===== config.mk =====
export PLATFORM = sky130hd
export DESIGN_NAME = fc_sample_fifo_flat
export DESIGN_NICKNAME = d
export VERILOG_FILES = /design/src/rtl/fc_sample_fifo_if.sv /design/src/rtl/fc_sample_fifo.sv /design/src/flat_wrapper.sv
export SDC_FILE = /design/constraint.sdc
export NUM_CORES = 1
export LEC_CHECK = 0
export ABC_AREA = 1
export CAP_MARGIN = 0
export CORE_MARGIN = 5
export CORE_UTILIZATION = 40
export DETAILED_ROUTE_END_ITERATION = 8
export GPL_TIMING_DRIVEN = 0
export SYNTH_ARGS = -nofsm -noshare
export SYNTH_HDL_FRONTEND = slang
export SYNTH_SLANG_ARGS = --single-unit

===== constraint.sdc =====
create_clock -name clk -period 29.7 [get_ports clk]
set_input_delay 2.97 -clock clk [delete_from_list [all_inputs] [get_ports clk]]
set_output_delay 2.97 -clock clk [all_outputs]
set_load 0.01 [all_outputs]

===== src/rtl/fc_sample_fifo_if.sv =====
// picosoc iomem bus bundle for fc_sample_fifo: the CPU side drives master, the FIFO page is slave.
interface fc_sample_fifo_if;
  logic        iomem_valid;
  logic        iomem_ready;
  logic [3:0]  iomem_wstrb;
  logic [31:0] iomem_addr;
  logic [31:0] iomem_wdata;
  logic [31:0] iomem_rdata;

  modport master (
    output iomem_valid, iomem_wstrb, iomem_addr, iomem_wdata,
    input  iomem_ready, iomem_rdata
  );

  modport slave (
    input  iomem_valid, iomem_wstrb, iomem_addr, iomem_wdata,
    output iomem_ready, iomem_rdata
  );
endinterface


===== src/rtl/fc_sample_fifo.sv =====
// Frequency-counter sample FIFO with sequence numbers, exposed as a picosoc iomem page.
// Optional threshold interrupt enabled by defining FC_SAMPLE_FIFO_IRQ_EN.
module fc_sample_fifo #(
  parameter int          DEPTH    = 4,
  parameter logic [7:0]  PAGE     = 8'h04,
  parameter int          SEQ_BITS = 16
) (
  input  logic            clk,
  input  logic            resetn,
  input  logic            meas_valid,
  input  logic [31:0]     meas_ref_sys_cnt,
  input  logic [31:0]     meas_sig_cnt,
  input  logic [31:0]     meas_sig_sys_cnt,
  fc_sample_fifo_if.slave bus,
  output logic            irq
);
  localparam int AW = $clog2(DEPTH);
  localparam logic [AW:0] FULL_LVL = (AW+1)'(DEPTH);

  logic [31:0]         ref_mem    [DEPTH];
  logic [31:0]         sig_mem    [DEPTH];
  logic [31:0]         sigsys_mem [DEPTH];
  logic [SEQ_BITS-1:0] seq_mem    [DEPTH];

  logic [AW-1:0]       wr_ptr, rd_ptr, wr_addr;
  logic [AW:0]         level;
  logic [7:0]          ovf_cnt;
  logic [SEQ_BITS-1:0] seq;

  logic       sel, wr, ctrl_wr, flush, pop, push, drop, empty, full;
  logic [7:0] offset;
  logic [31:0] rd_val;

  assign offset  = bus.iomem_addr[7:0];
  assign sel     = bus.iomem_valid && !bus.iomem_ready && (bus.iomem_addr[31:24] == PAGE);
  assign wr      = sel && (bus.iomem_wstrb != 4'h0);
  assign ctrl_wr = wr && (offset == 8'h14) && bus.iomem_wstrb[0];
  assign empty   = (level == '0);
  assign full    = (level == FULL_LVL);
  assign flush   = ctrl_wr && bus.iomem_wdata[1];
  assign pop     = ctrl_wr && !bus.iomem_wdata[1] && bus.iomem_wdata[0] && !empty;
  // A flush empties the FIFO first, so a simultaneous sample always lands in slot 0.
  assign push    = meas_valid && (flush || !full || pop);
  assign drop    = meas_valid && full && !pop && !flush;
  assign wr_addr = flush ? '0 : wr_ptr;

  logic unused_bits;
  assign unused_bits = ^{bus.iomem_addr[23:8], bus.iomem_wdata};

`ifdef FC_SAMPLE_FIFO_IRQ_EN
  logic [7:0] irq_thresh;

  always_ff @(posedge clk) begin
    if (!resetn) begin
      irq_thresh <= 8'd1;
      irq        <= 1'b0;
    end else begin
      if (wr && (offset == 8'h18) && bus.iomem_wstrb[0])
        irq_thresh <= bus.iomem_wdata[7:0];
      irq <= (irq_thresh != 8'd0) && (32'(level) >= 32'(irq_thresh));
    end
  end
`else
  assign irq = 1'b0;
`endif

  always_comb begin
    rd_val = '0;
    if (!wr) begin
      case (offset)
        8'h00: rd_val = {14'b0, full, empty, ovf_cnt, 8'(level)};
        8'h04: if (!empty) rd_val = ref_mem[rd_ptr];
        8'h08: if (!empty) rd_val = sig_mem[rd_ptr];
        8'h0c: if (!empty) rd_val = sigsys_mem[rd_ptr];
        8'h10: if (!empty) rd_val = 32'(seq_mem[rd_ptr]);
`ifdef FC_SAMPLE_FIFO_IRQ_EN
        8'h18: rd_val = 32'(irq_thresh);
`endif
        default: rd_val = '0;
      endcase
    end
  end

  always_ff @(posedge clk) begin
    if (push) begin
      ref_mem[wr_addr]    <= meas_ref_sys_cnt;
      sig_mem[wr_addr]    <= meas_sig_cnt;
      sigsys_mem[wr_addr] <= meas_sig_sys_cnt;
      seq_mem[wr_addr]    <= seq;
    end
  end

  always_ff @(posedge clk) begin
    if (!resetn) begin
      wr_ptr          <= '0;
      rd_ptr          <= '0;
      level           <= '0;
      ovf_cnt         <= '0;
      seq             <= '0;
      bus.iomem_ready <= 1'b0;
      bus.iomem_rdata <= '0;
    end else begin
      bus.iomem_ready <= sel;
      bus.iomem_rdata <= sel ? rd_val : '0;
      if (meas_valid)
        seq <= seq + 1'b1;
      if (flush) begin
        rd_ptr  <= '0;
        wr_ptr  <= push ? AW'(1) : '0;
        level   <= push ? (AW+1)'(1) : '0;
        ovf_cnt <= '0;
      end else begin
        if (push)
          wr_ptr <= wr_ptr + 1'b1;
        if (pop)
          rd_ptr <= rd_ptr + 1'b1;
        if (push && !pop)
          level <= level + 1'b1;
        else if (pop && !push)
          level <= level - 1'b1;
        if (drop && (ovf_cnt != 8'hff))
          ovf_cnt <= ovf_cnt + 1'b1;
      end
    end
  end
endmodule


===== src/flat_wrapper.sv =====
// flat-port wrapper written by rule: the top's interface ports become plain ports
module fc_sample_fifo_flat 
#(
  parameter int          DEPTH    = 4,
  parameter logic [7:0]  PAGE     = 8'h04,
  parameter int          SEQ_BITS = 16
)
  (clk, resetn, meas_valid, meas_ref_sys_cnt, meas_sig_cnt, meas_sig_sys_cnt, irq, bus_iomem_valid, bus_iomem_wstrb, bus_iomem_addr, bus_iomem_wdata, bus_iomem_ready, bus_iomem_rdata);
  fc_sample_fifo_if bus_i ();
  input  logic clk;
  input  logic resetn;
  input  logic meas_valid;
  input  logic [31:0] meas_ref_sys_cnt;
  input  logic [31:0] meas_sig_cnt;
  input  logic [31:0] meas_sig_sys_cnt;
  output logic irq;
  input wire logic [$bits(bus_i.iomem_valid)-1:0] bus_iomem_valid;
  input wire logic [$bits(bus_i.iomem_wstrb)-1:0] bus_iomem_wstrb;
  input wire logic [$bits(bus_i.iomem_addr)-1:0] bus_iomem_addr;
  input wire logic [$bits(bus_i.iomem_wdata)-1:0] bus_iomem_wdata;
  output wire logic [$bits(bus_i.iomem_ready)-1:0] bus_iomem_ready;
  output wire logic [$bits(bus_i.iomem_rdata)-1:0] bus_iomem_rdata;
  assign bus_i.iomem_valid = bus_iomem_valid;
  assign bus_i.iomem_wstrb = bus_iomem_wstrb;
  assign bus_i.iomem_addr = bus_iomem_addr;
  assign bus_i.iomem_wdata = bus_iomem_wdata;
  assign bus_iomem_ready = bus_i.iomem_ready;
  assign bus_iomem_rdata = bus_i.iomem_rdata;
  fc_sample_fifo #(.DEPTH(DEPTH), .PAGE(PAGE), .SEQ_BITS(SEQ_BITS)) u_core (.clk(clk), .resetn(resetn), .meas_valid(meas_valid), .meas_ref_sys_cnt(meas_ref_sys_cnt), .meas_sig_cnt(meas_sig_cnt), .meas_sig_sys_cnt(meas_sig_sys_cnt), .bus(bus_i), .irq(irq));
endmodule

==> results.txt, run 1 <==
The share of cells above drive strength 1 came out at 10.2%. The weighted congestion at the end of routability-driven global placement is 0.844. The number of nets handed over by synthesis was 1,751.

Headroom to the max-slew limit came out at between 40 and 50%. The number of antenna violations at the first check in global routing is 6. The total overflow left after global routing is 0. The total placed instance area came out at between 20,000 and 25,000 um2. In this run the most critical hold path is launched from u_core.ovf_cnt[4]. The synthesized area divided by synthesized cell count came out at ~13 um2. The final wirelength came out at 55,800 um. The critical path is of the input port to flip-flop type. The synthesized design contains 448 enable-type register cells. The number of nets with antenna violations after routing is 0. The flow ran to the end, and the final reports show no timing, DRC or antenna violations. By area the synthesized netlist is led by sky130_fd_sc_hd__edfxtp_1, sky130_fd_sc_hd__dfxtp_1, sky130_fd_sc_hd__o21ai_0. The floorplan has 81 rows. The clock passes through at most 3 buffers. The overall routing resource usage is 20.2%. Entering global routing, the biggest net connects 21 pins. For the final database, setup skew stands at about 0.012 ns.

The vias per cell is 5.36. The reg-to-reg critical path startpoint is u_core.bus.iomem_ready. Summing all flip-flop and latch instances after layout gives ~15,000 um2. In the final layout, the multi-input gates occupy 4540 um2.

The unique cell type count in the Yosys netlist is 42. The number of top-level design ports came out at 202. The number of buffers inserted during clock tree synthesis came out at between 50 and 60.

The TritonCTS clock tree is done. The post-synthesis compound-gate area fraction came out at 11.7%. The detailed placer's ending HPWL is 39,700 um. For this run, design rule violations remaining after detail routing come to 0. The setup slack of the most critical reg-to-reg path came out at around 26 ns. The layout overhead on the synthesized area came out at 23.3%. The share of synthesized registers carrying an async set or reset is 0%.

The worst setup path is captured at a flip-flop. The path class of the tightest hold or removal check is flip-flop to flip-flop. The number of global-route vias before repair came to 13,357.

The number of max-cap violations came out at 0. The path with the worst hold slack has its endpoint at u_core.ovf_cnt[4]. The fraction of synthesized cell area in xor and xnor cells came out at less than 1%.

The post-synthesis mux area share is 0%. The first global-routing pass estimated ~83,000 um of wire. The count of buffers from port buffering came out at 154. Counting flops and latches in the post-synthesis netlist gives 514. Based on the critical path, the design can be clocked at up to 0.166 GHz. The power per standard cell area is approximately 65 nW/um2. After synthesis, the largest family of logic cells by area is compound AO/OA/AOI/OAI gates.

The final critical-path share of the clock period is 20.3%. The terminus of the critical flop-to-flop path is u_core.sig_mem[2][16]. The die height is 233 um. At the worst endpoint, the required time is 29.97 ns. The area of the core came out at between 40,000 and 50,000 um2. For this run, the share of the core covered by cells in the final layout is 50.0%. The portion of the post-synthesis area used by sequential elements is about three quarters. The static power due to leakage came out at 8.28 nW. The worst setup path is launched from an input port. Subtracting the final worst setup slack from the clock period gives 6.02 ns.

The final max-slew violation count is 0. The synthesized netlist occupies a cell area of 19,900 um2. The clock insertion delay at the later pin of the skew report is 0.57 ns. The initial core utilization is 40.5%.

After technology mapping, the gate count stands at about 1,600. The pre-CTS setup slack is between 20 and 25 ns. The synthesized design devotes to its leading area cell type approximately two thirds of total area.

The buffer type at the clock tree root is sky130_fd_sc_hd__clkbuf_16. The number of nets in the final layout came out at 2,010. The hold violation count in the final report is 0.

The number of instances on the worst hold path is 2. The adder and majority gate portion of the synthesized area came out at 0.289%. For the final routed database, the setup TNS stands at 0 ns. For this run, the leading register cell type out of synthesis is sky130_fd_sc_hd__edfxtp_1. For this run, the detailed router's first-pass iteration total came to 7. The average routed wire per standard cell came out at 22.0 um. The horizontal extent of the die is 233 um. The final route contains 13,624 vias.

The final instance area came out at 24,500 um2. The setup slack of the critical path after layout came out at 23.68 ns. The peak supply drop came out at roughly 0.000043 V. The post-CTS clock slew at the launch and capture registers of the worst setup and hold paths came out at 0.06 ns.

The highest fanout seen on the critical path came out at 8. The count of synthesis-stage warnings from yosys is 0. The area fraction in and, or, nand and nor cells after synthesis came out at 10.4%. The number of buffers added to fix hold violations after cts is 0. Setup repair after global routing left no endpoint under its margin. Of all cell types, the one taking the most synthesized area is sky130_fd_sc_hd__edfxtp_1. STA puts the critical path data arrival time at between 6 and 7 ns. In this run the post-CTS setup repair buffer count came out at 0. The slew at the pin closest to its max-slew limit came out at around 0.86 ns. The clock drives 514 sinks. The number of violations reported at the end of detailed-routing iteration 0 came out at 1,469. The fill cell instance count of the final layout is 4,249.

For the worst flop-to-flop path, the logic depth is 13. In this run, post-CTS repair resized a total of 0 instances. The total die area came out at ~54,000 um2. The H-tree generated during clock tree synthesis spans 2 levels. Setup violations remaining at the end of the flow were counted as 0.
## through the flow
step           hold slack, ns  total power, mW  std cells
2_1_floorplan           0.453            0.919       1579
3_3_place_gp            0.462            0.979       2397
3_5_place_dp            0.486            0.975       2449
4_1_cts                 0.496             1.60       2541
5_1_grt                 0.513             1.65       2543
6_report                0.496             1.59       2543
## worst max-delay path, stage by stage
cell                              delay, ns
sky130_fd_sc_hd__clkdlybuf4s50_1       0.45
sky130_fd_sc_hd__inv_1                 0.03
sky130_fd_sc_hd__nor2_1                0.08
sky130_fd_sc_hd__nand3_1               0.12
sky130_fd_sc_hd__nor2_1                0.27
sky130_fd_sc_hd__nand3_2               0.22
sky130_fd_sc_hd__nand3_1               0.17
sky130_fd_sc_hd__nand2_1               0.21
sky130_fd_sc_hd__nor4_2                0.60
sky130_fd_sc_hd__buf_4                 0.28
sky130_fd_sc_hd__buf_4                 0.16
sky130_fd_sc_hd__buf_4                 0.18
sky130_fd_sc_hd__buf_6                 0.16
sky130_fd_sc_hd__buf_4                 0.18
sky130_fd_sc_hd__buf_4                 0.19
## layout make-up
| cell class | count | area share (%) |
|---|---|---|
| inverters | 54 | 0.837 |
| multi-input cells | 925 | 18.5 |
| clock buffers | 68 | 5.68 |
| clock inverters | 24 | 0.954 |
| flip-flops and latches | 514 | 60.2 |
| plain buffers | 86 | 1.63 |
| diodes | 2 | 0.0204 |
| well taps | 664 | 3.39 |
| repair buffers | 206 | 8.76 |
## power by group
part,internal (mW),switching [mW],total [mW]
sequential,0.835,0.0105,0.845
clock,0.371,0.261,0.632
combinational,0.0457,0.0692,0.115
## cells in the mapped netlist (all sizes together) (2+ instances only)
cell type and instances:
a21oi 43, a31oi 15, a41oi 5, and3 2, buf 38, clkbuf 48
dfxtp 66, edfxtp 448, ha 3, inv 53, nand2 161, nand3 42
nand4 6, nor2 271, nor3 6, nor4 3, o21a 2, o21ai 249
o22ai 106, xor2 6
## worst max path at each step
stage / from / slack (ns) / depth (start not counted) / end
after floorplan: bus_iomem_addr[26] / 14.52 / 8 / u_core.ref_mem[2][0]
final: bus_iomem_addr[26] / 23.68 / 15 / u_core.sig_mem[2][16]
after global placement: bus_iomem_addr[26] / 4.51 / 9 / u_core.sigsys_mem[2][21]
after CTS: bus_iomem_addr[26] / 23.65 / 15 / u_core.sigsys_mem[2][31]
after global routing: bus_iomem_addr[26] / 23.38 / 15 / u_core.sigsys_mem[2][15]
after detailed placement: bus_iomem_addr[26] / 23.06 / 15 / u_core.sigsys_mem[2][31]
## cell usage in the layout (no fill, tap or decap), drive strengths merged, types with 2 or more instances in the layout
| cell type | instances |
|---|---|
| edfxtp | 448 |
| nor2 | 271 |
| o21ai | 249 |
| nand2 | 161 |
| clkdlybuf4s50 | 154 |
| clkbuf | 116 |
| o22ai | 106 |
| buf | 90 |
| dfxtp | 66 |
| inv | 53 |
| a21oi | 43 |
| nand3 | 42 |
| clkinv | 19 |
| a31oi | 15 |
| xor2 | 6 |
| nand4 | 6 |
| nor3 | 6 |
| a41oi | 5 |
| bufinv | 5 |
| ha | 3 |
| nor4 | 3 |
| diode | 2 |
| and3 | 2 |
| o21a | 2 |
## registers in the layout, indices dropped and copies added (netlist names), named ones only
signal / count
u_core.sig_mem: 128
u_core.rd_ptr: 2
u_core.level: 3
u_core.wr_ptr: 2
u_core.seq_mem: 64
u_core.bus.iomem_ready: 1
u_core.sigsys_mem: 128
u_core.ovf_cnt: 8
u_core.ref_mem: 128
u_core.bus.iomem_rdata: 32
u_core.seq: 16
## layer usage
| layer | GRT usage [%] | vias up | part of all wire, % |
|---|---|---|---|
| li1 | - | 6272 | - |
| met1 | 29.0 | 6706 | 43 |
| met2 | 31.1 | 549 | 46 |
| met3 | 4.30 | 89 | 8.1 |
| met4 | 6.11 | 8 | 2.8 |
| met5 | 0 | - | 0.079 |
## kinds of logic after synthesis
family          Yosys count
fa+ha+maj                 4
other cells               1
simple gates            493
compound gates          420
buf+inv                 140
xor+xnor                  7
flops                   514
Power figures use the tool's default switching activity.
==> inputs of run 2 (changes only) <==
Clock period 29.7 ns to 5.93 ns, I/O delays scaled along.
==> run 2 against run 1 <==
Worst setup slack lost 21 ns. Register-to-register slack lost 23 ns. Largest cell class unchanged. Critical path type unchanged. Design area grew 0.82%. Critical endpoint is now u_core.ref_mem[1][7]. Power grew to 5.1 times the previous value. Die area is the same.
==> results.txt, run 2 (synthesized netlist as in run 1, its figures left out) <==
The final wirelength is approximately 54,000 um. The post-CTS clock slew at the launch and capture registers of the worst setup and hold paths came out at approximately 0.060 ns. The die height is 233 um. The required time at the endpoint of the critical path came out at 6.22 ns. The pin count of the biggest net entering global routing is 23. The area of the core came out at 49,100 um2. The hold violation count in the final report was 0. At the end of routability-driven placement, the weighted congestion stood at 0.827. The standard-cell row count came out at 81. The run finished with clean final reports. The number of vias in the routed layout came out at 13,406. The number of nets with antenna violations after routing came out at 0. In the final routed layout, each cell accounts on average for about 21 um. The total routed wire length on the met1 layer came out at 23,100 um. For this run, design rule violations remaining after detail routing come to 0. The setup fix buffers added after clock tree synthesis is 0.

The horizontal extent of the die is between 200 and 250 um. The peak supply drop is 0.000195 V. The worst setup path is launched from an input port. The number of buffers inserted during clock tree synthesis is 53. The number of max-cap violations came out at 0. In the final layout, the registers with the most flip-flops are u_core.ref_mem x128, u_core.sig_mem x128, u_core.sigsys_mem x128. The static power due to leakage is approximately 8.3 nW. The number of gates resized after CTS was 0. The final hold slack is 0.483 ns. The tree is rooted in a sky130_fd_sc_hd__clkbuf_16.

Timing would allow up to 0.293 GHz. Of all nets on the critical path, the largest fanout is 14. The number of nets in the final layout came out at 1,993. The number of top-level design ports came out at 202. Data on the critical path arrives at its endpoint at 3.70 ns. The routed design could run at a clock period as short as 3.41 ns. The library cell used most frequently in the layout, excluding fill and tap cells, is sky130_fd_sc_hd__edfxtp_1.

The number of setup violations in the final report is 0. The wire length of the first global-routing pass came out at 80,700 um. The number of antenna violations at the first check in global routing is 3. The power per standard cell area came out at between 300 and 400 nW/um2.

The max-slew headroom at the worst pin came out at 45.0%. The sum of met3 wire segment lengths after detailed routing is 3500 um. The residual overflow from global routing came out at 0. The fill cell instance count of the final layout is 4,293. The CTS H-tree depth is 2. Across the routed clock network, the largest skew measured is slightly above 0.03 ns. The worst setup path is captured at a flip-flop.

The longest clock path from root to sink contains 3 buffers. For this design, the CTS-stage hold fixing added 0 buffers. The final max-slew violation count came out at 0. The vias per cell came out at 5.30. The worst hold path begins at u_core.rd_ptr[1]. The initial core utilization is 40.5%. The clock net in this run drives a total of 514 sinks.

The sum of met2 wire segment lengths after detailed routing is ~27,000 um. The final standard cell utilization of the core came out at 50.4%. Leaving out fill and tap cells, the most frequent cells in the layout are sky130_fd_sc_hd__edfxtp_1, sky130_fd_sc_hd__nor2_1, sky130_fd_sc_hd__o21ai_0. The overall routing resource usage is 19.7%. The detailed placer's ending HPWL came out at 38,200 um.

The critical path starts at bus_iomem_addr[1]. The worst hold path belongs to the class flip-flop to flip-flop. TritonCTS built the clock tree. The first-pass detailed-route iteration total came out at 5. The clock reaches the later pin of the worst-skew pair after 0.60 ns. The slew at the pin closest to its max-slew limit came out at 0.825 ns.

Compared with the post-synthesis result, the final layout area differs by 24.3%. Setup repair after global routing left no endpoint under its margin. The total area of multi-input combinational cells is ~4600 um2. The sequential cell area came out at 14,800 um2. The count of buffers added on input and output ports is 154. The worst setup path is of the input port to flip-flop kind. The number of global-route vias before repair came out at 13,104. The final critical-path share of the clock period is 57.5%. The number of violations reported at the end of detailed-routing iteration 0 is 1,258. The startpoint identified for the worst register-to-register timing path is u_core.bus.iomem_ready. Signal routing reaches up to met5. The total die area came out at 54,300 um2.

The share of cells above drive strength 1 is between 10% and 20%.
## run 2: final cells by class
| class | instances | area share (%) |
|---|---|---|
| timing repair buffer | 187 | 8.93 |
| clock buffer | 81 | 6.45 |
| antenna | 1 | 0.0101 |
| multi-input combinational | 925 | 18.4 |
| buffer | 86 | 1.62 |
| inverter | 54 | 0.830 |
| clock inverter | 18 | 0.627 |
| tap | 664 | 3.36 |
| sequential | 514 | 59.7 |
## run 2: stage by stage
stage,worst slack [ns],std cells,TNS [ns],power (mW),area (um2)
2_1_floorplan,-0.392,1579,-87.85,4.58,19900
3_3_place_gp,-4.90,2397,-1687.99,4.85,22300
3_5_place_dp,1.92,2430,0,4.90,23000
4_1_cts,2.53,2529,0,8.19,24700
5_1_grt,2.39,2530,0,8.40,24700
6_report,2.52,2530,0,8.12,24700
## run 2: worst max-delay path: stages
cell,delay [ns]
sky130_fd_sc_hd__clkdlybuf4s50_1,0.44
sky130_fd_sc_hd__nor2_4,0.24
sky130_fd_sc_hd__nand3_4,0.17
sky130_fd_sc_hd__nor2_4,0.17
sky130_fd_sc_hd__nand3_2,0.18
sky130_fd_sc_hd__nand3_1,0.17
sky130_fd_sc_hd__nand2_1,0.27
sky130_fd_sc_hd__nor3_4,0.72
sky130_fd_sc_hd__buf_16,0.24
sky130_fd_sc_hd__buf_16,0.17
sky130_fd_sc_hd__buf_16,0.16
sky130_fd_sc_hd__buf_16,0.15
## run 2: where the power goes
part | switching, mW | internal [mW]
clock network | 1.36 | 1.94
logic | 0.353 | 0.236
registers | 0.0521 | 4.18
## run 2: final timing paths
check / endpoint / depth (start not counted) / slack, ns
worst max-delay path: u_core.ref_mem[1][7] / 12 / 2.52
worst min-delay path: flip-flop / 1 / 0.48
worst min register to register: flip-flop / 1 / 0.48
worst max register to register: u_core.ref_mem[1][7] / 11 / 2.77
## run 2: layer usage
metal	up-vias	GRT usage [%]
li1	6254	-
met5	-	0
met2	450	32.6
met1	6614	27.0
met4	2	5.41
met3	86	3.23
==> inputs of run 3 (changes only) <==
Clock period 5.93 ns to 3 ns, I/O delays scaled along.
==> run 3 against run 2 <==
Worst setup slack got worse by 2.2 ns. Hold slack worse by 0.14 ns. Register-to-register slack lost 2.3 ns. Sequential share of layout area fell by 0.077 points. Die area unchanged. Power grew 98%. Non-clock buffer count is 1 higher. Critical path depth rose by 2. Largest power group unchanged.
==> results.txt, run 3 (synthesized netlist as in run 1, its figures left out) <==
The flow ran to the end, and the final reports show no timing, DRC or antenna violations. The largest registers in the layout are u_core.ref_mem x128, u_core.sig_mem x128, u_core.sigsys_mem x128. The maximum buffer depth of the clock tree is 3. The class of the tightest hold or removal check is input port to flip-flop.

The post-CTS clock slew at the launch and capture registers of the worst setup and hold paths came out at 0.06 ns. The worst setup path is captured at a flip-flop. Leaving out fill and tap cells, the most frequent cell in the layout is sky130_fd_sc_hd__edfxtp_1. The number of nets with antenna violations after routing came out at 0. The number of nets in the final layout is about 2,000. For this block, the initial DRC count from the detailed router was 1,400. The number of setup violations in the final report is 0. Detailed routing placed a total of about 26,000 um of wire on met2.

The number of instances on the worst hold path came out at 1. The number of sinks handled by clock tree synthesis came out at 514. The slew at the pin closest to its max-slew limit came out at 0.842 ns. The overall routing resource usage came out at approximately 20%. The total die area is 54,300 um2. Compared with the post-synthesis result, the final layout area differs by 24.5%. Across the routed clock network, the largest skew measured is roughly 0.020 ns. The total routed wire length on the met1 layer came out at around 24,000 um.

The initial core utilization is 40.5%. The minimum clock period after layout came out at roughly 2.7 ns. In this run the most critical hold path is launched from meas_sig_sys_cnt[17].

TritonCTS built the clock tree. The max-slew headroom at the worst pin is 43.6%. The type of origin of the critical path is an input port. The critical path start-end classification is input port to flip-flop. For the final routed database, the setup TNS stands at 0 ns.

Routed signal wires occupy layers up through met4. The detailed placer's ending HPWL came out at ~38,000 um. The number of global-route vias before repair is 13,267. The peak supply drop came out at 0.000423 V. Pin placement for this block handled 202 I/O pins. The worst register-to-register path ends at u_core.sigsys_mem[2][22]. The number of DRC violations after detailed routing came out at 0. Timing analysis after detailed placement gives a worst setup slack of -0.754 ns. The cell count after placement is 2,427. The destination of the worst hold path is u_core.sigsys_mem[3][17].

The die is ~230 um wide. The highest fanout seen on the critical path came out at 12. The setup slack of the critical path after layout is approximately 0.30 ns.

Buffers inserted during clock tree synthesis total 53. The maximum frequency from static timing analysis is roughly 0.37 GHz. The number of antenna violations at the first check in global routing came out at 2. The total area inside the core boundary comes to 49,100 um2.

For the worst setup path, the data required time is around 3.3 ns. The share of cells above drive strength 1 is 10.5%. The setup slack of the most critical reg-to-reg path came out at 0.44 ns. The final critical path takes up 90.1% of the cycle.

The tree is rooted in a sky130_fd_sc_hd__clkbuf_16. The count of cells along the worst register-to-register path came out at 12. The hold violation count in the final report is 0. The post-route non-filler standard cell count is ~2,500. For the worst-skew pair, the clock arrives at the later sink with an insertion delay of roughly 0.60 ns. Input and output buffers added on the ports amount to 154. The startpoint identified for the worst register-to-register timing path is u_core.bus.iomem_ready. The die height came out at 233 um. The data arrival time of the critical path is 3.00 ns. The final wirelength is 55,100 um.

The first global-routing pass estimated ~80,000 um of wire. Dividing the detail-routed wire length by the instance count gives about 22 um. Row generation in the floorplan step produced 81 rows. The number of max-cap violations is 0. For this design, the CTS-stage hold fixing added 0 buffers. The first-pass detailed-route iteration total is 5. The final max-slew violation count is 0. The final route contains 13,614 vias. Entering global routing, the biggest net connects 24 pins. Summed over all nets, wire length on met3 after detailed routing comes to roughly 4000 um. Routability-driven placement finished with a final weighted congestion of 0.835. Setup repair after global routing left no endpoint under its margin.

For this run the aggregate overflow at the end of global routing stands at 0. CTS built an H-tree with a depth of 2. The library cells used most frequently in the layout, excluding fill and tap cells, are sky130_fd_sc_hd__edfxtp_1, sky130_fd_sc_hd__nor2_1, sky130_fd_sc_hd__o21ai_0. The static power due to leakage is about 8.3 nW.

The power per standard cell area came out at 649 nW/um2. After detailed routing, the number of vias per cell comes to 5.38.
run 3: where the power goes:
group / leakage [nW] / internal (mW) / switching, mW
registers: 4.67 / 8.26 / 0.106
clock network: 0.852 / 3.81 / 2.70
logic: 2.81 / 0.478 / 0.702
run 3: per-layer routing:
metal	vias to the layer above	GRT usage, %
met4	0	6.29
met5	-	0
met1	6738	28.1
met2	542	32.1
met3	79	3.38
li1	6255	-
run 3: how the worst max path moves through the flow:
stage / slack (ns) / endpoint / startpoint / cells past startpoint
floorplan: -2.08 / u_core.ref_mem[2][0] / bus_iomem_addr[1] / 7
global placement: -5.78 / u_core.sigsys_mem[2][20] / bus_iomem_addr[4] / 9
detailed placement: -0.75 / u_core.sigsys_mem[2][20] / bus_iomem_addr[4] / 14
CTS: 0.03 / u_core.ref_mem[1][16] / bus_iomem_addr[4] / 13
global route: 0.21 / u_core.sigsys_mem[2][19] / bus_iomem_addr[4] / 14
finish: 0.30 / u_core.sigsys_mem[2][22] / bus_iomem_addr[4] / 14
run 3: repair_timing:
action | CTS | global route
gates resized for setup | 0 | 0
setup buffers | 1 | 3
pin swaps | 1 | 1
endpoints found under the setup margin | 12 | 17
run 3: layout make-up:
type	count	area, um2
repair buffers	188	2230
fillers	4275	24300
diodes	1	2.50
inverters	54	205
clock inverters	28	267
well taps	664	831
plain buffers	86	400
multi-input cells	925	4600
flip-flops and latches	514	14800
clock buffers	71	1450
run 3: stage by stage:
step	area, um2	power [mW]	utilization (%)	hold slack, ns
4_1_cts	24700	16.2	50.4	0.302
3_3_place_gp	22400	9.57	45.6	0.474
5_1_grt	24800	16.6	50.5	0.331
6_report	24800	16.1	50.5	0.340
3_5_place_dp	23000	9.68	46.9	0.487
2_1_floorplan	20000	9.05	-	0.399
run 3: worst max-delay path, cell delays in order:
cell and delay [ns]:
sky130_fd_sc_hd__clkdlybuf4s50_1 0.62, sky130_fd_sc_hd__nand2_1 0.08, sky130_fd_sc_hd__inv_1 0.07, sky130_fd_sc_hd__nand3_2 0.12
sky130_fd_sc_hd__nor2_4 0.23, sky130_fd_sc_hd__nand3_4 0.15, sky130_fd_sc_hd__nand3_4 0.12, sky130_fd_sc_hd__nand2_4 0.10
sky130_fd_sc_hd__nor4_4 0.20, sky130_fd_sc_hd__buf_6 0.23, sky130_fd_sc_hd__buf_16 0.17, sky130_fd_sc_hd__buf_8 0.17
sky130_fd_sc_hd__buf_6 0.19, sky130_fd_sc_hd__buf_6 0.21
